## config.mk

```make
export PLATFORM = sky130hd
export DESIGN_NAME = pipeline_hazard_controller
export DESIGN_NICKNAME = d
export VERILOG_FILES = /design/src/rtl/pipeline_hazard_controller.sv
export SDC_FILE = /design/constraint.sdc
export NUM_CORES = 1
export LEC_CHECK = 0
export ABC_AREA = 1
export CAP_MARGIN = 20
export CORE_MARGIN = 1.5
export CORE_UTILIZATION = 48
export DETAILED_ROUTE_END_ITERATION = 10
export PLACE_DENSITY = 0.8
export RECOVER_POWER = 50
export SETUP_SLACK_MARGIN = 0.3
export SYNTH_ARGS = -nofsm -noshare
export SYNTH_HDL_FRONTEND = slang
export SYNTH_SLANG_ARGS = --single-unit
```

## constraint.sdc

```tcl
create_clock -name CLK -period 1.8 [get_ports CLK]
set_input_delay 0.36 -clock CLK [delete_from_list [all_inputs] [get_ports CLK]]
set_output_delay 0.36 -clock CLK [all_outputs]
set_load 0.02 [all_outputs]
```

## src/rtl/pipeline_hazard_controller.sv

```systemverilog
// -----------------------------------------------------------------------------
// cpu_types_pkg / pipeline_hazard_controller
//
// Central sequencer for the 5-stage pipeline. It decides, every cycle, what each
// inter-stage register does (load, hold, or clear to a bubble) and whether the
// PC advances. The decision draws on these inputs:
//   - instruction/data cache completion (ihit, dhit)
//   - load-use hazards between EX and ID
//   - branch redirects resolved in MEM
//   - halt
// A small FSM remembers an outstanding data access (MEMWAIT) and the halted
// condition (HALTED). Two saturating performance counters track stall cycles
// and branch flushes.
//
// Ports:
//   CLK, nRST           clock (rising edge), asynchronous active-low reset
//   ihit, dhit          fetch / data access complete this cycle
//   dREN_mem, dWEN_mem  load / store in MEM
//   branch_taken_mem    MEM-stage branch/jump redirects the PC
//   halt_mem            halt instruction in MEM
//   MemToReg_ex         load in EX
//   regWSEL_ex          EX destination register
//   rs_id, rt_id        ID source registers
//   fd/de/em/mw_state   per-register control (pipe_state_t)
//   pc_en               PC load enable
//   halt                registered halt to the system
//   stall_cycles        saturating count of cycles with pc_en=0 outside HALTED
//   flush_count         saturating count of branch flushes
// -----------------------------------------------------------------------------
package cpu_types_pkg;
  typedef enum logic [1:0] {
    PIPE_ENABLE = 2'b00,  // load
    PIPE_STALL  = 2'b01,  // hold
    PIPE_NOP    = 2'b10   // clear to bubble
  } pipe_state_t;
endpackage

module pipeline_hazard_controller
  import cpu_types_pkg::*;
#(
  parameter int CNT_W      = 16,
  parameter int NUM_REGS_W = 5
) (
  input  logic                  CLK,
  input  logic                  nRST,
  input  logic                  ihit,
  input  logic                  dhit,
  input  logic                  dREN_mem,
  input  logic                  dWEN_mem,
  input  logic                  branch_taken_mem,
  input  logic                  halt_mem,
  input  logic                  MemToReg_ex,
  input  logic [NUM_REGS_W-1:0] regWSEL_ex,
  input  logic [NUM_REGS_W-1:0] rs_id,
  input  logic [NUM_REGS_W-1:0] rt_id,
  output pipe_state_t           fd_state,
  output pipe_state_t           de_state,
  output pipe_state_t           em_state,
  output pipe_state_t           mw_state,
  output logic                  pc_en,
  output logic                  halt,
  output logic [CNT_W-1:0]      stall_cycles,
  output logic [CNT_W-1:0]      flush_count
);

  typedef enum logic [1:0] {
    RUN     = 2'b00,
    MEMWAIT = 2'b01,
    HALTED  = 2'b10
  } fsm_t;

  fsm_t state, next_state;

  logic memop;
  logic luhaz;
  logic halt_fire;   // rule 3 taken this cycle
  logic flush_fire;  // rule 4 taken this cycle
  logic stall_inc;

  assign memop = dREN_mem | dWEN_mem;

  // Register 0 is hard-wired zero, so a load targeting it never creates a hazard.
  assign luhaz = MemToReg_ex && (regWSEL_ex != '0) &&
                 ((regWSEL_ex == rs_id) || (regWSEL_ex == rt_id));

  // Priority-ordered control decode; the first matching condition wins.
  always_comb begin
    // NOTE: every signal gets a default before the if-chain, so no path leaves
    // a value unassigned and no latch is inferred.
    fd_state   = PIPE_ENABLE;
    de_state   = PIPE_ENABLE;
    em_state   = PIPE_ENABLE;
    mw_state   = PIPE_ENABLE;
    pc_en      = 1'b1;
    next_state = state;
    halt_fire  = 1'b0;
    flush_fire = 1'b0;

    if (!nRST) begin
      // Hold every register cleared while reset is asserted.
      fd_state = PIPE_NOP;
      de_state = PIPE_NOP;
      em_state = PIPE_NOP;
      mw_state = PIPE_NOP;
      pc_en    = 1'b0;
    end else if (state == HALTED) begin
      // Frozen: ignores every input until reset.
      fd_state = PIPE_STALL;
      de_state = PIPE_STALL;
      em_state = PIPE_STALL;
      mw_state = PIPE_NOP;
      pc_en    = 1'b0;
    end else if (memop && !dhit) begin
      // Data access outstanding: hold the front of the pipe and keep the
      // unfinished op out of MEM/WB so it retires only once, on the dhit cycle.
      fd_state   = PIPE_STALL;
      de_state   = PIPE_STALL;
      em_state   = PIPE_STALL;
      mw_state   = PIPE_NOP;
      pc_en      = 1'b0;
      next_state = MEMWAIT;
    end else begin
      // Any data access has completed (or there was none): back to RUN.
      next_state = RUN;
      if (halt_mem) begin
        fd_state   = PIPE_NOP;
        de_state   = PIPE_NOP;
        em_state   = PIPE_NOP;
        pc_en      = 1'b0;
        halt_fire  = 1'b1;
        next_state = HALTED;
      end else if (branch_taken_mem) begin
        // Redirect squashes everything younger, including a load-use victim,
        // and proceeds even if the current fetch has not completed.
        fd_state   = PIPE_NOP;
        de_state   = PIPE_NOP;
        em_state   = PIPE_NOP;
        flush_fire = 1'b1;
      end else if (luhaz) begin
        fd_state = PIPE_STALL;
        de_state = PIPE_NOP;
        pc_en    = 1'b0;
      end else if (!ihit) begin
        fd_state = PIPE_NOP;
        pc_en    = 1'b0;
      end
    end
  end

  assign stall_inc = !pc_en && (state != HALTED);

  // NOTE: sequential state uses non-blocking assignments so all registers
  // update together from values sampled at the same edge.
  always_ff @(posedge CLK or negedge nRST) begin
    if (!nRST) begin
      state        <= RUN;
      halt         <= 1'b0;
      stall_cycles <= '0;
      flush_count  <= '0;
    end else begin
      state <= next_state;
      if (halt_fire) begin
        halt <= 1'b1;
      end
      if (stall_inc && (stall_cycles != '1)) begin
        stall_cycles <= stall_cycles + CNT_W'(1);
      end
      if (flush_fire && (flush_count != '1)) begin
        flush_count <= flush_count + CNT_W'(1);
      end
    end
  end

endmodule

```

# Word-level counts from Yosys, hierarchy flattened
# Index checks and enable logic that the tools add are counted.
[totals]
regBits = 35
out_inout_bits = 42
wordCells = 64
[op_classes]
n_addsub = 2
n_eq_ne = 6
mux = 39
n_bitwise = 2
reduce_logical = 11
[op_table]
columns = ["cell", "count"]
rows = [
  ["2-to-1 mux 2 bit", 23],
  ["adder 16 x 1 -> 16 bit, second input constant", 2],
  ["inequality test 16 bit, second input constant", 2],
  ["2-to-1 mux 1 bit", 16],
  ["equality test 5 bit", 2],
  ["logical AND 1 bit", 6],
  ["nonzero test 5 bit", 1],
  ["equality test 2 bit, second input constant", 1],
  ["zero test 1 bit", 2],
  ["inequality test 2 bit, second input constant", 1],
  ["AND reduction 2 bit", 1],
  ["logical OR 1 bit", 1],
  ["NOT 1 bit", 1],
  ["bitwise OR 1 bit", 1],
]

# Depth between registers and ports, before layout
[depth]
depth_word = 12
depth_mapped = 12

# Worst setup path before layout
# OpenSTA, ideal clock, no wires.
[synth_path]
path_type = "input to output"
startpoint = "input port dhit"
endpoint = "output port fd_state[0]"
t_arrival_ps = 1736
required_ps = 1440
slack_ps = -296
cell_stages = 6
n_path_buf = 0
path_cell_list = "o21bai_1 -> nand2_1 -> inv_1 -> nor2_1 -> nor2_1 -> a21oi_1"
[synth_between]
elab_chain_len = 5
[synth_lines]
columns = ["item", "line", "text"]
rows = [
  ["start, declared", "47", "input logic dhit,"],
  ["zero test 1 bit", "113", "end else if (memop && !dhit) begin"],
  ["logical AND 1 bit", "113", ""],
  ["2-to-1 mux 2 bit", "113", ""],
  ["2-to-1 mux 2 bit", "106", "end else if (state == HALTED) begin"],
  ["2-to-1 mux 2 bit", "99", "if (!nRST) begin"],
  ["end, declared", "56", "output pipe_state_t fd_state,"],
]
# No other way between the ends.

# Final worst setup path
[layout_path]
startpoint = "input port rs_id[3]"
endpoint = "output port pc_en"
[layout_between]
elab_chain_len = 9
[layout_lines]
columns = ["item", "line", "text"]
rows = [
  ["start, declared", "54", "input logic [NUM_REGS_W-1:0] rs_id,"],
  ["equality test 5 bit", "84", "((regWSEL_ex == rs_id) || (regWSEL_ex == rt_id));"],
  ["logical OR 1 bit", "84", ""],
  ["logical AND 1 bit", "83", "assign luhaz = MemToReg_ex && (regWSEL_ex != '0) &&"],
  ["2-to-1 mux 1 bit", "139", "end else if (luhaz) begin"],
  ["2-to-1 mux 1 bit", "132", "end else if (branch_taken_mem) begin"],
  ["2-to-1 mux 1 bit", "125", "if (halt_mem) begin"],
  ["2-to-1 mux 1 bit", "113", ""],
  ["2-to-1 mux 1 bit", "106", ""],
  ["2-to-1 mux 1 bit", "99", ""],
  ["end, declared", "60", "output logic pc_en,"],
]
# No other way between the ends.

==> summary.md <==
| Metric | Value |
|---|---|
| Initial DRC count | `260` |
| Leakage | `2.21 nW` |
| Flop pwr share | `34.3%` |
| Vias/cell | `5.74` |
| DRC violations left | `0` |
| Core area | `4660 µm²` |
| Syn_area_per_cell | `7.56 µm²` |
| Met2 Resource Use GR | `51.1%` |
| Remaining Overflow, GRT | `0` |
| Hold slack | `0.328 ns` |
| Critical path's slowest cell | `a21oi_4` |
| Ys async rst share | `100%` |
| Worst clock skew | `0.00628 ns` |
| Post-Syn Area | `2310 µm²` |
| Post-DP HPWL | `4.25 mm` |
| Switch share | `41.5%` |
| Max Freq | `521 MHz` |
| GR met1 Demand/Resource | `34.0%` |
| Worst Hold Class | `input port to async pin` |
| CTS Hold Bufs | `0` |
| Place WS | `-0.773 ns` |
| GRT busiest layer | `met2` |
| Syn-to-layout area delta | `76.5%` |
| CTS tree | `done` |
| Core Rows | `25` |
| Most common cell after layout, fill and taps aside | `nand2_1` |
| Setup crit end kind | `primary output` |
| Critical path depth | `11` |
| Yosys warns | `0` |
| Max stage delay on crit path | `0.24 ns` |
| Dpl cell area | `3260 µm²` |
| CTS HTree Levels | `2` |
| Worst flop-to-flop path startpoint | `stall_cycles[9]` |
| Data arrival, critical path | `1.56 ns` |
| CP dominant cell by count | `nand2_1` |
| Number of synthesized flops with an enable pin | `0` |
| VDD IR max | `781 µV` |
| Crit path max-delay family | `simple AND/OR/NAND/NOR gates` |
| Outcome | `complete, but fails checks` |
| CP required | `1.44 ns` |
| Wire per inst | `19.3 µm` |
| CP Launch Type | `input port` |
| Post-synthesis cell type with the largest combined area | `dfrtp_1` |
| #FFs+latches synth | `35` |
| Crit path time final | `1.92 ns` |
| Crit path kind | `input port to primary output` |
| Post-DRT Antenna Nets | `0` |
| Crit share post-route | `107%` |
| CTS Buf Count | `5` |
| Max Fanout on Critical Path | `5` |
| Largest net degree at the start of global routing | `37` |
| Number of buffers added on ports | `64` |
| Power Density | `814 nW/µm²` |
| Global-route usage over all layers | `28.9%` |
| Worst-margin pin slew | `0.938 ns` |
| Via count | `2,830` |
| Fillers | `228` |
| Share of cells above drive strength 1 | `44.9%` |
| # Max-Cap Violations | `0` |
| Endpoints failing hold | `0` |
| # diodes | `0` |
| Pint | `1.94 mW` |
| Worst setup path startpoint | `rs_id[3]` |
| Drt pass-1 iters | `5` |
| Switch Pwr | `1.37 mW` |
| PnR worst setup slack | `-0.119 ns` |
| Failing checks | `setup timing` |
| Crit path buffers/inverters | `4` |
| Vias in the first global route | `2,587` |
| Met3 Usage GRT | `6.67%` |
| Die H | `72.3 µm` |
| Critical Path, Cell by Cell | `clkbuf_2 > inv_1 > nand2_1 > nand2_1 > nor2_1 > nand3_1 > nand2_2 > nand2_4 > a21oi_4 > inv_4 > buf_6` |
| Fin. max-slew vios | `0` |
| RSZ-0062 raised after global routing | `yes` |
| Comb pwr share | `47.9%` |
| RePlAce Congestion | `0.874` |
| Dominant synthesized flop cell | `dfrtp_1` |
| Worst reg2reg path depth | `10` |
| Top post-synthesis cells by area | `dfrtp_1, nand2_1, xor2_1` |
| Top-area cell type share of the netlist area | `38.0%` |
| Finish-stage setup viols | `7` |
| Max Root-Sink Buffers | `2` |
| Seq/Total Area, Yosys | `38.0%` |
| Final non-filler cell total | `493` |
| I/O pin count | `66` |
| Post-synth net total | `331` |
| Clock share of power | `17.8%` |
| Final WL | `9.49 mm` |
| Util after Layout | `87.4%` |
| NumNets Final | `464` |
| Die X | `72.3 µm` |
| Reg clk slew, reported paths | `0.08 ns` |
| Initial core utilization | `49.5%` |
| Placed Cells | `437` |
| Initial antenna violation count | `0` |
| Clk_lat worst skew | `0.31 ns` |
| Most frequent cells in the layout | `nand2_1, buf_4, dlygate4sd2_1` |
| Die Area | `5230 µm²` |
| Root Driver | `clkbuf_8` |
| First-pass GRT wire length | `11.9 mm` |
| Clock Sinks | `35` |
| Mapped Cells | `305` |
| Post-route cell area | `4070 µm²` |
| Rel. slew slack | `37.5%` |
| Netlist cell types | `36` |
## final cells by class
cell class	instances	area (µm²)	area share, %
inverters	43	181	4.46
multi-input cells	219	1620	39.7
repair buffers	134	1230	30.2
clock buffers	6	72.6	1.78
well taps	54	67.6	1.66
clock inverters	2	12.5	0.307
flip-flops and latches	35	891	21.9
## cell usage after synthesis, types with 2 or more instances
library cell	instances
nor3_1	6
dfrtp_1	35
inv_1	33
a21oi_1	4
buf_4	4
nand2_1	98
xnor2_1	10
inv_2	9
nor3_2	3
xor2_1	19
nand3_1	11
nor3b_1	2
nor2_4	2
nand4_1	21
nand3_2	2
ha_1	2
o21ai_0	2
nor2_1	24
## power groups by stage
| stage | sequential (mW) | combinational [mW] | clock (mW) |
|---|---|---|---|
| 6_report | 1.14 | 1.59 | 0.591 |
| 3_3_place_gp | 1.15 | 1.09 | 0 |
| 2_1_floorplan | 1.28 | 0.511 | 0 |
| 3_5_place_dp | 1.16 | 1.13 | 0 |
| 5_1_grt | 1.15 | 1.68 | 0.608 |
| 4_1_cts | 1.12 | 1.31 | 0.580 |
## metal layers
layer	vias to the layer above	part of all wire, %	wire (µm)
li1	1236	-	-
met1	1347	37	3500
met2	181	50	4790
met3	66	6.5	613
met4	0	6.2	587
met5	-	0	0
## worst paths after layout
path	end	slack, ns
worst min-delay path	stall_cycles[5]	0.33
max in group asynchronous	flush_count[6]	0.83
worst max-delay path	pc_en	-0.12
worst min register to register	flush_count[5]	0.48
min in group CLK	flush_count[5]	0.48
worst max register to register	stall_cycles[14]	0.02
## registers in the layout (all words and copies together) (netlist names)
register and flops:
flush_count 16, halt 1, stall_cycles 16, state 2
## metrics by stage
step | setup TNS [ns] | total power, mW
floorplan | 0 | 1.79
global placement | -13.12 | 2.24
detailed placement | -14.83 | 2.29
CTS | -0.0601 | 3.02
global route | -0.725 | 3.44
finish | -0.330 | 3.31
## logic make-up (layout without fill, tap and decap cells)
kind of cell / after synthesis / count (layout) / share of synthesized area, %
adder cells (fa/ha/maj): 2 / 2 / 1.08
other: 1 / 1 / 0.163
AND/OR/NAND/NOR: 176 / 177 / 36.9
XOR/XNOR: 29 / 29 / 11.0
buffers and inverters: 52 / 185 / 9.98
flip-flops: 35 / 35 / 38.0
AO/OA/AOI/OAI: 10 / 10 / 2.93
## repair_timing
action	4_1_cts	5_1_grt
pin swaps	38	47
gates cloned	3	0
endpoints found under the setup margin	73	45
resized for setup	161	88
buffers inserted	29	16
Note: power is estimated with default switching activity, not from simulation.
